$ cat config.mk
export PLATFORM = sky130hd
export DESIGN_NAME = fetch_issue_ctrl_flat
export DESIGN_NICKNAME = d
export VERILOG_FILES = /design/src/rtl/fetch_issue_ctrl_if.sv /design/src/rtl/fetch_issue_ctrl.sv /design/src/flat_wrapper.sv
export SDC_FILE = /design/constraint.sdc
export NUM_CORES = 1
export LEC_CHECK = 0
export CAP_MARGIN = 20
export CORE_ASPECT_RATIO = 1.25
export CORE_MARGIN = 2
export CORE_UTILIZATION = 55
export CTS_CLUSTER_SIZE = 16
export DETAILED_ROUTE_END_ITERATION = 10
export PLACE_DENSITY = 0.86
export SLEW_MARGIN = 5
export SYNTH_ARGS = -nofsm -noshare
export SYNTH_HDL_FRONTEND = slang
export SYNTH_SLANG_ARGS = --single-unit
$ cat constraint.sdc
create_clock -name clk_in -period 4.9 [get_ports clk_in]
set_clock_uncertainty 0.1 [all_clocks]
set_input_delay 1.225 -clock clk_in [delete_from_list [all_inputs] [get_ports clk_in]]
set_output_delay 1.225 -clock clk_in [all_outputs]
set_load 0.05 [all_outputs]
$ cat src/rtl/fetch_issue_ctrl_if.sv
// Purpose: bundles the icache fetch handshake, decoder hook, downstream occupancy,
//          dispatch bundle and redirect signals of fetch_issue_ctrl.
// Ports:   master = the fetch/issue block, slave = its environment (icache, decoder, backend).
interface fetch_issue_ctrl_if;
    logic        ic_req;
    logic [31:0] ic_addr;
    logic        ic_valid;
    logic [31:0] ic_inst;
    logic [31:0] dec_inst;
    logic        dec_is_ls;
    logic        rob_full;
    logic        rs_full;
    logic        lsb_full;
    logic        issue_valid;
    logic [31:0] issue_inst;
    logic [31:0] issue_pc;
    logic        issue_to_lsb;
    logic        flush;
    logic [31:0] flush_pc;

    modport master (
        output ic_req, ic_addr, dec_inst, issue_valid, issue_inst, issue_pc, issue_to_lsb,
        input  ic_valid, ic_inst, dec_is_ls, rob_full, rs_full, lsb_full, flush, flush_pc
    );

    modport slave (
        input  ic_req, ic_addr, dec_inst, issue_valid, issue_inst, issue_pc, issue_to_lsb,
        output ic_valid, ic_inst, dec_is_ls, rob_full, rs_full, lsb_full, flush, flush_pc
    );
endinterface

$ cat src/rtl/fetch_issue_ctrl.sv
// Purpose: in-order fetch (static pc+4) into a QDEPTH-entry instruction queue, issue one per cycle.
// Latency: ic_valid edge pushes, earliest issue_valid on the following edge; dispatch bundle registered.
// Backpressure: no fetch while queue full; issue stalls on rob_full and rs_full/lsb_full; rdy_in=0 freezes.
// Ports: clk_in/rst_in (sync, active-high), rdy_in, bus (master side of fetch_issue_ctrl_if).
module fetch_issue_ctrl #(
    parameter int QDEPTH = 4   // power of two, >= 2
) (
    input  logic                clk_in,
    input  logic                rst_in,
    input  logic                rdy_in,
    fetch_issue_ctrl_if.master  bus
);
    localparam int AW = $clog2(QDEPTH);
    localparam int CW = $clog2(QDEPTH + 1);
    localparam logic [CW-1:0] QFULL = CW'(QDEPTH);

    typedef enum logic [1:0] {IDLE, WAIT, DROP} state_t;

    state_t        state;
    logic [31:0]   pc;
    logic [31:0]   pc_q   [QDEPTH];
    logic [31:0]   inst_q [QDEPTH];
    logic [AW-1:0] head;
    logic [AW-1:0] tail;
    logic [CW-1:0] count;

    logic        ic_req;
    logic [31:0] ic_addr;
    logic        issue_valid;
    logic [31:0] issue_inst;
    logic [31:0] issue_pc;
    logic        issue_to_lsb;

    logic can_issue;
    logic do_pop;
    logic do_push;

    // Decoder looks at the head word combinationally and returns dec_is_ls the same cycle.
    assign bus.dec_inst = inst_q[head];

    assign can_issue = (count != '0) && !bus.rob_full &&
                       (bus.dec_is_ls ? !bus.lsb_full : !bus.rs_full);
    assign do_pop    = can_issue && rdy_in && !bus.flush;
    // A full queue only takes the word if the head leaves on the same edge.
    assign do_push   = (state == WAIT) && bus.ic_valid && rdy_in && !bus.flush &&
                       ((count != QFULL) || do_pop);

    always_ff @(posedge clk_in) begin
        if (rst_in) begin
            state        <= IDLE;
            pc           <= '0;
            head         <= '0;
            tail         <= '0;
            count        <= '0;
            ic_req       <= 1'b0;
            ic_addr      <= '0;
            issue_valid  <= 1'b0;
            issue_inst   <= '0;
            issue_pc     <= '0;
            issue_to_lsb <= 1'b0;
        end else if (bus.flush) begin
            // Redirect wins over everything, including a stalled rdy_in.
            pc          <= bus.flush_pc;
            head        <= '0;
            tail        <= '0;
            count       <= '0;
            issue_valid <= 1'b0;
            ic_req      <= 1'b0;
            case (state)
                // The in-flight response belongs to the old path: swallow it in DROP,
                // or discard it right away if it lands on the flush edge.
                WAIT:    state <= bus.ic_valid ? IDLE : DROP;
                DROP:    state <= bus.ic_valid ? IDLE : DROP;
                default: state <= IDLE;
            endcase
        end else if (!rdy_in) begin
            issue_valid <= 1'b0;
        end else begin
            issue_valid <= can_issue;
            if (can_issue) begin
                issue_inst   <= inst_q[head];
                issue_pc     <= pc_q[head];
                issue_to_lsb <= bus.dec_is_ls;
                head         <= head + AW'(1);
            end

            if (do_push) begin
                pc_q[tail]   <= pc;
                inst_q[tail] <= bus.ic_inst;
                tail         <= tail + AW'(1);
            end

            case ({do_push, do_pop})
                2'b10:   count <= count + CW'(1);
                2'b01:   count <= count - CW'(1);
                default: count <= count;
            endcase

            case (state)
                IDLE: begin
                    if (count < QFULL) begin
                        ic_req  <= 1'b1;
                        ic_addr <= pc;
                        state   <= WAIT;
                    end
                end
                WAIT: begin
                    // ic_req/ic_addr stay put until the response is taken.
                    if (do_push) begin
                        ic_req <= 1'b0;
                        pc     <= pc + 32'd4;
                        state  <= IDLE;
                    end
                end
                DROP: begin
                    if (bus.ic_valid) state <= IDLE;
                end
                default: state <= IDLE;
            endcase
        end
    end

    assign bus.ic_req       = ic_req;
    assign bus.ic_addr      = ic_addr;
    assign bus.issue_valid  = issue_valid;
    assign bus.issue_inst   = issue_inst;
    assign bus.issue_pc     = issue_pc;
    assign bus.issue_to_lsb = issue_to_lsb;
endmodule

$ cat src/flat_wrapper.sv
// flat-port wrapper written by rule: the top's interface ports become plain ports
module fetch_issue_ctrl_flat 
#(
    parameter int QDEPTH = 4                        
)
  (clk_in, rst_in, rdy_in, bus_ic_req, bus_ic_addr, bus_dec_inst, bus_issue_valid, bus_issue_inst, bus_issue_pc, bus_issue_to_lsb, bus_ic_valid, bus_ic_inst, bus_dec_is_ls, bus_rob_full, bus_rs_full, bus_lsb_full, bus_flush, bus_flush_pc);
  fetch_issue_ctrl_if bus_i ();
  input  logic clk_in;
  input  logic rst_in;
  input  logic rdy_in;
  output wire logic [$bits(bus_i.ic_req)-1:0] bus_ic_req;
  output wire logic [$bits(bus_i.ic_addr)-1:0] bus_ic_addr;
  output wire logic [$bits(bus_i.dec_inst)-1:0] bus_dec_inst;
  output wire logic [$bits(bus_i.issue_valid)-1:0] bus_issue_valid;
  output wire logic [$bits(bus_i.issue_inst)-1:0] bus_issue_inst;
  output wire logic [$bits(bus_i.issue_pc)-1:0] bus_issue_pc;
  output wire logic [$bits(bus_i.issue_to_lsb)-1:0] bus_issue_to_lsb;
  input wire logic [$bits(bus_i.ic_valid)-1:0] bus_ic_valid;
  input wire logic [$bits(bus_i.ic_inst)-1:0] bus_ic_inst;
  input wire logic [$bits(bus_i.dec_is_ls)-1:0] bus_dec_is_ls;
  input wire logic [$bits(bus_i.rob_full)-1:0] bus_rob_full;
  input wire logic [$bits(bus_i.rs_full)-1:0] bus_rs_full;
  input wire logic [$bits(bus_i.lsb_full)-1:0] bus_lsb_full;
  input wire logic [$bits(bus_i.flush)-1:0] bus_flush;
  input wire logic [$bits(bus_i.flush_pc)-1:0] bus_flush_pc;
  assign bus_ic_req = bus_i.ic_req;
  assign bus_ic_addr = bus_i.ic_addr;
  assign bus_dec_inst = bus_i.dec_inst;
  assign bus_issue_valid = bus_i.issue_valid;
  assign bus_issue_inst = bus_i.issue_inst;
  assign bus_issue_pc = bus_i.issue_pc;
  assign bus_issue_to_lsb = bus_i.issue_to_lsb;
  assign bus_i.ic_valid = bus_ic_valid;
  assign bus_i.ic_inst = bus_ic_inst;
  assign bus_i.dec_is_ls = bus_dec_is_ls;
  assign bus_i.rob_full = bus_rob_full;
  assign bus_i.rs_full = bus_rs_full;
  assign bus_i.lsb_full = bus_lsb_full;
  assign bus_i.flush = bus_flush;
  assign bus_i.flush_pc = bus_flush_pc;
  fetch_issue_ctrl #(.QDEPTH(QDEPTH)) u_core (.clk_in(clk_in), .rst_in(rst_in), .rdy_in(rdy_in), .bus(bus_i));
endmodule
==> reports/results.ini <==
[logic_synthesis]
syn_nets = 1164
synth_cells = 1082
synth_ff_type = edfxtp_1
synth_area_leaders = edfxtp_1 (51%), dfxtp_1 (19%), mux4_2 (9.5%), nand2_1 (5.6%), a21oi_1 (3.6%)
yosys.area.top_type = edfxtp_1
async_flop_share_pct = 0
postSynthAreaPerCell_um2 = 14.0
yosys.area.top_type_share_pct = 50.8
synth_edf_count = 256
ys_types = 64
syn_area_um2 = 15100
synth-seq-area-share_pct = 69.6
ys_ff_latch = 398
synth_warnings = 0

[timing]
setup_viol = 0
max_freq_mhz = 246
max_slew_margin_pct = 30.9
rsz0062_at_grt = no
finalHoldViolCount = 0
fin_hold_ws_ns = 0.354
finalCritPeriodShare_pct = 83.1
finalCriticalPeriod_ns = 4.07
setup_tns_ns = 0
tightestPinTransition_ns = 1.04
drv_slew = 0

[critical_path]
path_max_fanout = 32
ff2ff_path_depth = 6
worstPathRequired_ns = 3.58
end_kind = output pin
crit_path_start_kind = flip-flop
arrival_ns = 2.75
cp-endpoint = bus_dec_inst[0]
rrSetupSlack_ns = 1.82
r2r_start = u_core.count[2]
worstSetupPathType = flip-flop to output pin
worstReg2RegEnd = u_core.count[0]

[placed_design]
placed_area_um2 = 17500
hpwl_um = 22800
gp_congestion = 0.896
portBuffers = 203
dp.cells = 1579

[drt]
via_per_inst = 5.95
wl_per_cell_um = 22.0
first_pass_iters = 7
drt-initial-drc-count = 860
drc = 0
ant_nets = 0
wl_um = 36300
vias = 9799

[pwr]
vdd_drop_max_mv = 0.297
p_leak_nw = 5.90
power_density_nw_per_um2 = 363

[global_routing]
grt_pass1_wl_um = 55400
grt.overflow.total = 0
grt_max_degree = 93
grt_pass1_vias = 9834
antenna_found_initial = 1
grt_usage_pct = 24.8

[floorplanning]
fp.dieH_um = 189
start_util_pct = 56.3
design.core.area_um2 = 26900
die_area_um2 = 28900
rows = 67
die_w_um = 152
ios = 204

[run_status]
status = finished, final reports clean

[cts]
cts.sinks = 398
cts_resized = 0
cts_setup_buffers = 0
cts.clk_slew.worst_paths_ns = 0.06
cts_tree = yes
clockBufferDepth = 3
clock_latency_ns = 0.52
htree_levels = 2
clock-root-buffer = clkbuf_16
ctsHoldBuffers = 0
cts-buffers-inserted = 37

[cells_and_area]
antennaDiodeCount = 0
utilization_pct = 69.7
seq_area_um2 = 10500
instances_no_fill = 1647
final_area_um2 = 18800
multi_input_area_um2 = 4270
fill_cells = 1756
drive_above_1_share_pct = 12.3
fin_nets = 1355
syn_to_final_growth_pct = 23.9

[flow_run]
max_cap_violations = 0

[hold_path]
hold_path.class = flip-flop to flip-flop

[registers in the layout, summed over array words and instances (netlist names), named ones only]
register / cells
u_core.bus.issue_pc: 32
u_core.pc: 32
u_core.state: 2
u_core.bus.issue_to_lsb: 1
u_core.tail: 2
u_core.bus.ic_addr: 32
u_core.head: 2
u_core.bus.ic_req: 1
u_core.count: 3
u_core.inst_q: 128
u_core.bus.issue_inst: 32
u_core.pc_q: 128
u_core.bus.issue_valid: 1
[critical path, cell delays in order (launching register included)]
cell             delay [ns]
dfxtp_2                0.31
buf_4                  0.51
mux4_2                 0.63
clkdlybuf4s50_1        0.77
[report_power, final]
part           total [mW]  internal (mW)  leakage, nW  switching [mW]
clock network        2.91           1.72        0.615            1.19
logic               0.248          0.102         1.81           0.146
registers            3.64           3.59         3.47          0.0510
total                6.80           5.42         5.90            1.39
[per-layer routing]
metal	track usage (%)	wire length (µm)	vias to the layer above
met2	44.1	18900	468
met4	7.80	909	2
met5	0	13	-
met3	5.95	3090	68
met1	30.1	13300	4850
li1	-	-	4411
[cell type report]
cell class,instances,share of cell area (%)
Sequential cell,398,56.2
Clock buffer,57,6.11
Inverter,15,0.300
Timing Repair Buffer,220,11.8
Clock inverter,11,0.554
Tap cell,345,2.30
Multi-Input combinational cell,601,22.8
[cells in the final DEF, fill, tap and decap left out, types with 6 or more instances in the layout]
cell             instances
edfxtp_1               256
nand2_1                224
clkdlybuf4s50_1        202
dfxtp_1                139
a21oi_1                108
mux4_2                  64
clkbuf_16               41
nor2_1                  23
nand3_1                 20
inv_1                   15
buf_4                   14
o21ai_0                 12
nor3_1                  10
clkbuf_1                10
a22oi_1                  9
nand4_1                  9
a211oi_1                 9
or3_1                    8
a31oi_1                  8
ha_1                     8
a311oi_1                 6
clkbuf_8                 6
[metrics by stage]
step	total power [mW]	worst slack, ns
6_report	6.80	0.829
5_1_grt	6.98	0.675
4_1_cts	6.84	0.755
3_5_place_dp	3.96	0.698
3_3_place_gp	3.95	0.763
2_1_floorplan	3.82	0.709
[cells by family after synthesis]
| kind of cell | Yosys count | share of synthesized area [%] |
|---|---|---|
| flops | 398 | 69.6 |
| buf+inv | 83 | 2.43 |
| simple gates | 336 | 9.89 |
| compound gates | 176 | 6.82 |
| xor+xnor | 10 | 0.579 |
| mux | 70 | 9.93 |
| fa+ha+maj | 9 | 0.793 |
[synth_stat cells, drive strengths merged, types with 2 or more instances]
cell         count
inv             15
nor4             6
o21ai           12
a21boi           3
mux2i            5
and4             5
nand4           10
nand3           20
o211ai           5
dfxtp          142
and2             2
nor3            10
clkbuf          51
a311oi           6
buf             14
or2              2
a31oi            8
mux4            64
xor2             5
o31a             2
ha               8
nor3b            2
a211oi           9
a2bb2oi          2
o22ai            3
xnor2            5
a21oi          108
nor2b            2
edfxtp         256
a22oi            9
or3              8
dlygate4sd1      2
and3            10
or4              6
nor2            23
nand2          225
[how the worst min path moves through the flow]
stage / start / end / slack, ns / cells after the start
after global placement: u_core.bus.issue_inst[30] / u_core.bus.issue_inst[30] / 0.34 / 2
after detailed placement: u_core.bus.ic_addr[7] / u_core.bus.ic_addr[7] / 0.35 / 2
final: u_core.bus.issue_pc[4] / u_core.bus.issue_pc[4] / 0.35 / 2
after floorplan: u_core.state[0] / u_core.state[0] / 0.35 / 2
after global routing: u_core.bus.ic_addr[13] / u_core.bus.ic_addr[13] / 0.37 / 2
after CTS: u_core.bus.ic_addr[7] / u_core.bus.ic_addr[7] / 0.35 / 2
Power figures use the tool's default switching activity.
